## config.mk

```make
export PLATFORM = sky130hd
export DESIGN_NAME = wb_uart_tx
export DESIGN_NICKNAME = d
export VERILOG_FILES = /design/src/rtl/wb_trace_pkg.sv /design/src/rtl/uart_tx_byte.sv /design/src/rtl/wb_uart_tx.sv
export SDC_FILE = /design/constraint.sdc
export NUM_CORES = 1
export LEC_CHECK = 0
export CORE_UTILIZATION = 40
export DETAILED_ROUTE_END_ITERATION = 6
export GPL_ROUTABILITY_DRIVEN = 0
export REMOVE_ABC_BUFFERS = 1
export SLEW_MARGIN = 20
export SYNTH_ARGS = -nofsm -noshare
export SYNTH_HDL_FRONTEND = slang
export SYNTH_SLANG_ARGS = --single-unit
```

## constraint.sdc

```tcl
create_clock -name clk -period 3 [get_ports clk]
set_input_delay 0.45 -clock clk [delete_from_list [all_inputs] [get_ports clk]]
set_output_delay 0.45 -clock clk [all_outputs]
set_load 0.02 [all_outputs]
```

## src/rtl/wb_trace_pkg.sv

```systemverilog
// Shared types and helpers for the write-back trace UART transmitter.
package wb_trace_pkg;

  // Per-byte serializer states
  typedef enum logic [1:0] {
    ST_IDLE  = 2'd0,
    ST_START = 2'd1,
    ST_DATA  = 2'd2,
    ST_STOP  = 2'd3
  } uart_state_e;

  // Frame sequencer states: waiting for an entry, or streaming its bytes
  typedef enum logic {
    FR_IDLE = 1'b0,
    FR_SEND = 1'b1
  } frame_state_e;

  localparam int FRAME_BYTES = 5;
  localparam int RD_W        = 5;
  localparam int DATA_W      = 32;
  localparam int ENTRY_W     = RD_W + DATA_W;

  // Byte idx of the frame for one {rd, data} entry: rd first, then data MSB first
  function automatic logic [7:0] frame_byte(input logic [ENTRY_W-1:0] entry,
                                            input logic [2:0]         idx);
    logic [7:0] b;
    case (idx)
      3'd0:    b = {3'b000, entry[ENTRY_W-1:DATA_W]};
      3'd1:    b = entry[31:24];
      3'd2:    b = entry[23:16];
      3'd3:    b = entry[15:8];
      default: b = entry[7:0];
    endcase
    return b;
  endfunction

endpackage

```

## src/rtl/uart_tx_byte.sv

```systemverilog
// 8N1 serializer for a single byte. A start request arriving on the last
// cycle of the stop bit chains the next byte with no idle gap.
module uart_tx_byte
  import wb_trace_pkg::*;
#(
  parameter int CLKS_PER_BIT = 217
) (
  input  logic       clk,
  input  logic       rst,
  input  logic       start,
  input  logic [7:0] data,
  output logic       tx,
  output logic       done
);

  localparam int BAUD_W = $clog2(CLKS_PER_BIT);
  localparam logic [BAUD_W-1:0] BAUD_LAST = BAUD_W'(CLKS_PER_BIT - 1);

  uart_state_e       state;
  logic [BAUD_W-1:0] baud;
  logic [2:0]        bit_idx;
  logic [7:0]        shreg;
  logic              baud_end;

  assign baud_end = (baud == BAUD_LAST);
  assign done     = (state == ST_STOP) && baud_end;

  // Bit-timing FSM; tx is registered and the baud counter restarts on every state entry
  always_ff @(posedge clk) begin
    if (rst) begin
      state   <= ST_IDLE;
      baud    <= '0;
      bit_idx <= '0;
      tx      <= 1'b1;
    end else begin
      case (state)
        ST_IDLE: begin
          baud <= '0;
          if (start) begin
            shreg <= data;
            state <= ST_START;
            tx    <= 1'b0;
          end
        end
        ST_START: begin
          if (baud_end) begin
            baud    <= '0;
            bit_idx <= '0;
            state   <= ST_DATA;
            tx      <= shreg[0];
            shreg   <= {1'b0, shreg[7:1]};
          end else begin
            baud <= baud + BAUD_W'(1);
          end
        end
        ST_DATA: begin
          if (baud_end) begin
            baud <= '0;
            if (bit_idx == 3'd7) begin
              state <= ST_STOP;
              tx    <= 1'b1;
            end else begin
              bit_idx <= bit_idx + 3'd1;
              tx      <= shreg[0];
              shreg   <= {1'b0, shreg[7:1]};
            end
          end else begin
            baud <= baud + BAUD_W'(1);
          end
        end
        ST_STOP: begin
          if (baud_end) begin
            baud <= '0;
            if (start) begin
              shreg <= data;
              state <= ST_START;
              tx    <= 1'b0;
            end else begin
              state <= ST_IDLE;
              tx    <= 1'b1;
            end
          end else begin
            baud <= baud + BAUD_W'(1);
          end
        end
        default: begin
          state <= ST_IDLE;
          tx    <= 1'b1;
        end
      endcase
    end
  end

endmodule

```

## src/rtl/wb_uart_tx.sv

```systemverilog
// Write-back trace transmitter: captures retired register writes into a FIFO
// and streams each as a 5-byte UART frame. The core is never stalled; writes
// that find the FIFO full are dropped and latched in a sticky overflow flag.
module wb_uart_tx
  import wb_trace_pkg::*;
#(
  parameter int CLKS_PER_BIT = 217,
  parameter int DEPTH        = 4
) (
  input  logic                     clk,
  input  logic                     rst,
  input  logic                     wb_en,
  input  logic [4:0]               wb_rd,
  input  logic [31:0]              wb_data,
  output logic                     tx,
  output logic                     busy,
  output logic [$clog2(DEPTH):0]   level,
  output logic                     overflow
);

  localparam int PTR_W = $clog2(DEPTH);
  localparam int LVL_W = PTR_W + 1;
  localparam logic [2:0] LAST_BYTE = 3'(FRAME_BYTES - 1);

  logic [ENTRY_W-1:0] mem [DEPTH];
  logic [ENTRY_W-1:0] head;
  logic [ENTRY_W-1:0] hold;
  logic [PTR_W-1:0]   wptr;
  logic [PTR_W-1:0]   rptr;
  logic [2:0]         byte_idx;
  frame_state_e       fstate;

  logic push_req, push, pop, drop, empty, full;
  logic byte_start, byte_done;
  logic [7:0] byte_data;

  assign head     = mem[rptr];
  assign empty    = (level == '0);
  assign full     = (level == LVL_W'(DEPTH));
  assign push_req = wb_en && (wb_rd != 5'd0);
  assign pop      = (fstate == FR_IDLE) && !empty;
  // A full FIFO still accepts a write when the head leaves on the same edge
  assign push     = push_req && (!full || pop);
  assign drop     = push_req && full && !pop;

  // Pick what the serializer sends next: first byte of a fresh entry, or the following byte of the held one
  always_comb begin
    byte_start = 1'b0;
    byte_data  = 8'h00;
    if (pop) begin
      byte_start = 1'b1;
      byte_data  = frame_byte(head, 3'd0);
    end else if ((fstate == FR_SEND) && byte_done && (byte_idx < LAST_BYTE)) begin
      byte_start = 1'b1;
      byte_data  = frame_byte(hold, byte_idx + 3'd1);
    end
  end

  // FIFO storage and the entry being framed; data only, no reset needed
  always_ff @(posedge clk) begin
    if (push) mem[wptr] <= {wb_rd, wb_data};
    if (pop)  hold      <= head;
  end

  // FIFO pointers, occupancy, overflow flag and frame sequencer
  always_ff @(posedge clk) begin
    if (rst) begin
      wptr     <= '0;
      rptr     <= '0;
      level    <= '0;
      overflow <= 1'b0;
      fstate   <= FR_IDLE;
      busy     <= 1'b0;
      byte_idx <= '0;
    end else begin
      if (push) wptr <= wptr + PTR_W'(1);
      if (pop)  rptr <= rptr + PTR_W'(1);
      if (push && !pop)      level <= level + LVL_W'(1);
      else if (pop && !push) level <= level - LVL_W'(1);
      if (drop) overflow <= 1'b1;

      case (fstate)
        FR_IDLE: begin
          if (pop) begin
            fstate   <= FR_SEND;
            busy     <= 1'b1;
            byte_idx <= '0;
          end
        end
        FR_SEND: begin
          if (byte_done) begin
            if (byte_idx < LAST_BYTE) begin
              byte_idx <= byte_idx + 3'd1;
            end else begin
              fstate <= FR_IDLE;
              busy   <= 1'b0;
            end
          end
        end
        default: begin
          fstate <= FR_IDLE;
          busy   <= 1'b0;
        end
      endcase
    end
  end

  uart_tx_byte #(
    .CLKS_PER_BIT(CLKS_PER_BIT)
  ) u_byte (
    .clk   (clk),
    .rst   (rst),
    .start (byte_start),
    .data  (byte_data),
    .tx    (tx),
    .done  (byte_done)
  );

endmodule

```

== Word level (Yosys, flattened, before mapping) ==
Memories as Yosys holds them, arrays and structs flattened. A register that Yosys moved wholly into a read port is not among the register bits.
Index checks and enable logic that the tools add are counted.
Cells by class
  magnitude comparators: 1
  bitwise gates (word level): 2
  reductions and logical operators: 28
  equal/unequal tests: 19
  add/subtract/negate cells: 7
  multiplexer cells: 49
Operators by type and width (count)
  $mux 8: 8
  $pmux 8 s4: 2
  $mux 3: 8
  $mux 1: 17
  $pmux 8 s2: 1
  $mux 2: 7
  $ne 2x1->1 const B: 6
  $pmux 3 s2: 2
  $logic_and 1x1->1: 10
  $reduce_and 5->1: 2
  $add 3x1->3 const B: 3
  $add 8x1->8 const B: 1
  $eq 8x8->1 const B: 1
  $ne 2x2->1 const B: 4
  $pmux 2 s4: 1
  $reduce_and 4->1: 2
  $eq 3x2->1 const B: 2
  $eq 3x3->1 const B: 2
  $logic_not 3->1: 2
  $reduce_and 3->1: 2
  $reduce_bool 5->1: 1
  $add 2x1->2 const B: 2
  $eq 2x2->1 const B: 2
  $logic_not 1->1: 4
  11 further kinds: 14
Word-level totals
  output and inout bits: 6
  memories kept: 1
  flip-flop bits (word level): 72
  word-level logic and storage cells: 120
  input bits: 40
  RAM bits: 148
Memory list
  mem: depth 4, bits a word 37, rd ports 1, clocked after memory_dff 1, write ports 1, RTL line wb_uart_tx.sv:25  | logic [ENTRY_W-1:0] mem [DEPTH];

== Depth between registers and ports, before layout ==
  depth in word-level cells: 9
  depth in mapped cells: 9
  depth with buffers taken out: 8

== Cells and area by module ==
A second synthesis with hierarchy kept.
Unflattened totals
  cells, all modules: 467
  area, all modules: 8697.1 um2
Modules (own cells, without submodules)
  wb_uart_tx: cells each 359, seq. area each 5855.6 um2, area each 7578.5 um2, instances 1
  uart_tx_byte: cells each 108, seq. area each 520.5 um2, area each 1118.6 um2, instances 1

== Worst setup path after synthesis ==
No wires, ideal clock.
  kind: reg-to-reg
  start point: reg level[0]
  end point: mem mem[1][0] in the netlist's numbering (enable)
  path buffers: 0
  required time: 2.602 ns
  data arrival time: 2.017 ns
  path slack: 0.585 ns
  period minus slack after synthesis: 2.415 ns
  stages on the path, launching flop included: 4
  setup time: 0.398 ns
  cell sequence: dfxtp_1 -> nor4bb_1 -> a211oi_2 -> and2_1
Between the ends
  cells in the longest elaborated chain, start to end: 7
  elaborated cells between the ends (all ways): 9
  those cells by class: eq/ne (1); mux (2); reduce/logical (6)
RTL lines
  start: declaration: RTL line wb_uart_tx.sv:17  | output logic [$clog2(DEPTH):0] level,
  start signal: assignment: RTL line wb_uart_tx.sv:78  | if (push && !pop) level <= level + LVL_W'(1);
  start signal: assignment: RTL line wb_uart_tx.sv:79  | else if (pop && !push) level <= level - LVL_W'(1);
  $logic_not 3->1: RTL line wb_uart_tx.sv:38  | assign empty = (level == '0);
  $logic_not 1->1: RTL line wb_uart_tx.sv:41  | assign pop = (fstate == FR_IDLE) && !empty;
  $logic_and 1x1->1: RTL line wb_uart_tx.sv:41
  $logic_or 1x1->1 (*): RTL line wb_uart_tx.sv:43  | assign push = push_req && (!full || pop);
  $logic_and 1x1->1 (*): RTL line wb_uart_tx.sv:43
  via push: RTL line wb_uart_tx.sv:33  | logic push_req, push, pop, drop, empty, full;
  $mux 1 (*): RTL line wb_uart_tx.sv:61  | if (push) mem[wptr] <= {wb_rd, wb_data};
  $mux 1 (implied by the code) (*): RTL line wb_uart_tx.sv:61
  end: declaration: RTL line wb_uart_tx.sv:25
The timed path passes the listed nets; every way through them passes the cells marked *.

== Final worst setup path ==
  start point: reg level[0]
  end point: reg level[2]
Between the ends
  cells in the longest elaborated chain, start to end: 8
  elaborated cells between the ends (all ways): 16
  those cells by class: add/sub (2); eq/ne (1); mux (2); reduce/logical (11)
RTL lines
  parallel branches: the longest is 8 deep, another holds $sub 3x1->3
Several ways; the timed one is not identified. The select of a mux whose other input is x is not followed.
A chain may end at the register's enable or synchronous reset.

==> flow_metrics.env <==
export IMPL_status="finished clean"
export IMPL_clk_pin_slew_ns=0.06
export IMPL_holdCritStartpoint="overflow"
export IMPL_arrival_ns=2.83
export IMPL_die_y_um=150
export IMPL_irDropWorstVdd_v=0.000517
export IMPL_grt_first_pass_wirelength_um=25900
export IMPL_final_cell_mix="193 x edfxtp_1, 45 x clkdlybuf4s50_1, 37 x mux4_2"
export IMPL_synth_seq_cells=222
export IMPL_grt_use_total=0.153
export IMPL_yosysSeqAreaShare=0.730
export IMPL_pwr_share_comb=0.207
export IMPL_synth_cell_types=52
export IMPL_antenna_cells=0
export IMPL_multi_input_area_mm2=0.00220
export IMPL_rsz0062_at_grt="no"
export IMPL_synth_area_mm2=0.00873
export IMPL_postCtsSetupBuffers=0
export IMPL_r2r_cells=8
export IMPL_async_reset_ff_frac=0
export IMPL_crit_path_top_delay_cell="dfxtp_1"
export IMPL_worst_slack_ns=0.601
export IMPL_final_net_count=613
export IMPL_layoutNonFillerInstCount=842
export IMPL_cp_top_family="simple AND/OR/NAND/NOR gates"
export IMPL_wirelength_um=15900
export IMPL_p_sw_frac=0.268
export IMPL_grt_max_degree=38
export IMPL_grt_antenna_before_repair=0
export IMPL_setup_violations=0
export IMPL_pwr_share_clk=0.304
export IMPL_route_detailed_drc=0
export IMPL_dp_hpwl_um=9690
export IMPL_hold_depth=2
export IMPL_required_ns=3.44
export IMPL_finalCritPeriodShare=0.800
export IMPL_critPathCaptureType="flip-flop"
export IMPL_seq_area_mm2=0.00638
export IMPL_intPower_uw=6470
export IMPL_slowest_delay_ns=0.37
export IMPL_r2r_slack_ns=0.60
export IMPL_first_pass_iters=4
export IMPL_synthCells=486
export IMPL_skew_ns=0.0152
export IMPL_ys_warnings_count=0
export IMPL_io_pins=46
export IMPL_synth_ff_type="edfxtp_1"
export IMPL_power_density_mw_per_mm2=856
export IMPL_syn_area_per_cell_um2=18.0
export IMPL_clockBufferDepth=3
export IMPL_setup_tns_ns=0
export IMPL_maxCapViolations=0
export IMPL_numCtsBuffers=24
export IMPL_gr_total_overflow=0
export IMPL_r2r_start="level[0]"
export IMPL_crit_buf_inv=1
export IMPL_area_growth_pct=18.3
export IMPL_dp_cells=802
export IMPL_drv_slew=0
export IMPL_drive_gt1_frac=0.171
export IMPL_cts_hold_buf=0
export IMPL_place_ws_ns=0.100
export IMPL_start_util=0.411
export IMPL_cts_sinks=222
export IMPL_rows=53
export IMPL_cts_htree_levels=1
export IMPL_p_leak_uw=0.00338
export IMPL_fin_area_mm2=0.0103
export IMPL_hold_class="flip-flop to flip-flop"
export IMPL_dr_first_iter_drc_count=281
export IMPL_path_max_fanout=10
export IMPL_die_area_mm2=0.0224
export IMPL_maxSlewHeadroom=0.593
export IMPL_place_area_mm2=0.00961
export IMPL_viasPerCell=5.19
export IMPL_root_buffer="clkbuf_16"
export IMPL_design_core_area_mm2=0.0212
export IMPL_hold_path_end="overflow"
export IMPL_fillCellCount=1815
export IMPL_crit_chain="nor3_1 -> or2_2 -> ha_1 -> inv_1 -> fa_1 -> xor2_1 -> or3_1 -> a21oi_1"
export IMPL_cts_tree="done"
export IMPL_final_common_cell="edfxtp_1"
export IMPL_fin_crit_ns=2.40
export IMPL_ant_nets=0
export IMPL_via_count=4367
export IMPL_portBuffers=45
export IMPL_path_class="flip-flop to flip-flop"
export IMPL_grt_pass1_vias=4730
export IMPL_cts_resized=0
export IMPL_regToRegEndpoint="level[2]"
export IMPL_fmax_mhz=417
export IMPL_startpoint_type="flip-flop"
export IMPL_clock_latency_ns=0.52
export IMPL_wl_per_cell_um=18.9
export IMPL_synth_edf_count=193
export IMPL_tightestPinTransition_ns=0.611
export IMPL_switchingPower_uw=2370
export IMPL_dieWidth_um=150
export IMPL_p_seq_frac=0.489
export IMPL_finalHoldViolCount=0
[synth_stat cells (2+ instances only)]
| cell type | n | share of area |
|---|---|---|
| nor3b_1 | 2 | 0.0017 |
| a22oi_1 | 10 | 0.0086 |
| or2_2 | 2 | 0.0014 |
| nand3b_1 | 2 | 0.0017 |
| xnor2_1 | 5 | 0.0050 |
| nand2_1 | 13 | 0.0056 |
| and2_1 | 4 | 0.0029 |
| mux2i_1 | 6 | 0.0069 |
| ha_1 | 19 | 0.027 |
| xor2_1 | 5 | 0.0050 |
| buf_2 | 5 | 0.0029 |
| mux4_2 | 37 | 0.095 |
| edfxtp_1 | 193 | 0.66 |
| o21a_1 | 6 | 0.0052 |
| nor3_1 | 5 | 0.0029 |
| nand3_1 | 7 | 0.0040 |
| a221oi_1 | 2 | 0.0020 |
| clkbuf_1 | 12 | 0.0052 |
| or3_1 | 4 | 0.0029 |
| nand2b_1 | 4 | 0.0029 |
| nor2_1 | 20 | 0.0086 |
| o21ai_0 | 10 | 0.0057 |
| a211o_1 | 2 | 0.0020 |
| o31ai_1 | 4 | 0.0034 |
| dfxtp_1 | 29 | 0.066 |
| a222oi_1 | 3 | 0.0034 |
| inv_1 | 17 | 0.0073 |
| nor2b_1 | 6 | 0.0043 |
| a21oi_1 | 29 | 0.017 |
[per-stage QoR]
step,util,hold slack [ns],power [uW]
after global placement,0.453,0.446,6200
after CTS,0.487,0.449,8970
after floorplan,-,0.441,5620
final,0.487,0.446,8840
after detailed placement,0.453,0.441,6250
after global routing,0.487,0.469,9300
[worst max path at each step]
stage               from  cells after the start  slack [ns]         endpoint
6_report        level[0]                      8        0.60         level[2]
2_1_floorplan  flip-flop                      3        0.22  u_byte.shreg[0]
4_1_cts         level[0]                      8        0.60         level[2]
3_3_place_gp    wb_rd[3]                     10        0.13         level[2]
3_5_place_dp    wb_rd[3]                     10        0.10         level[2]
5_1_grt         level[0]                      8        0.43         level[2]
[routing by layer]
layer	routed length, um	global-route usage
met1	6940	0.194
met2	8160	0.271
met3	608	0.0277
met4	232	0.0359
met5	0	0
[tightest hold or removal path, stage by stage, from the launching register on]
cell and delay [ns]:
dfxtp_1 0.31, inv_1 0.05, a21oi_1 0.05
[logic make-up after synthesis]
kind of cell	after synthesis	share of synthesized area
AO/OA/AOI/OAI	75	0.0579
XOR/XNOR	10	0.0100
flip-flops	222	0.730
multiplexers	43	0.102
AND/OR/NAND/NOR	79	0.0526
adder cells (fa/ha/maj)	20	0.0295
buffers and inverters	37	0.0175
[sequential cells by signal, summed over array words and instances, names as in the netlist, named ones only]
register        cells
busy                1
byte_idx            3
fstate              1
hold               37
level               3
mem               148
overflow            1
rptr                2
u_byte.baud         8
u_byte.bit_idx      3
u_byte.shreg        8
u_byte.state        2
u_byte.tx           1
wptr                2
[layout make-up]
type                            instances  share of cell area
Sequential cell                       222               0.617
Multi-Input combinational cell        227               0.213
Clock buffer                           28              0.0596
Timing Repair Buffer                   60              0.0593
Tap cell                              275              0.0333
Clock inverter                         12              0.0107
Inverter                               18             0.00654
[power groups by stage]
stage / Sequential, uW / Clock (uW) / Combinational, uW
after floorplan: 4430 / 0 / 1180
after global placement: 4360 / 0 / 1830
after detailed placement: 4390 / 0 / 1860
after CTS: 4330 / 2770 / 1870
after global routing: 4380 / 2890 / 2030
final: 4320 / 2690 / 1830
(Power assumes the default switching activity.)
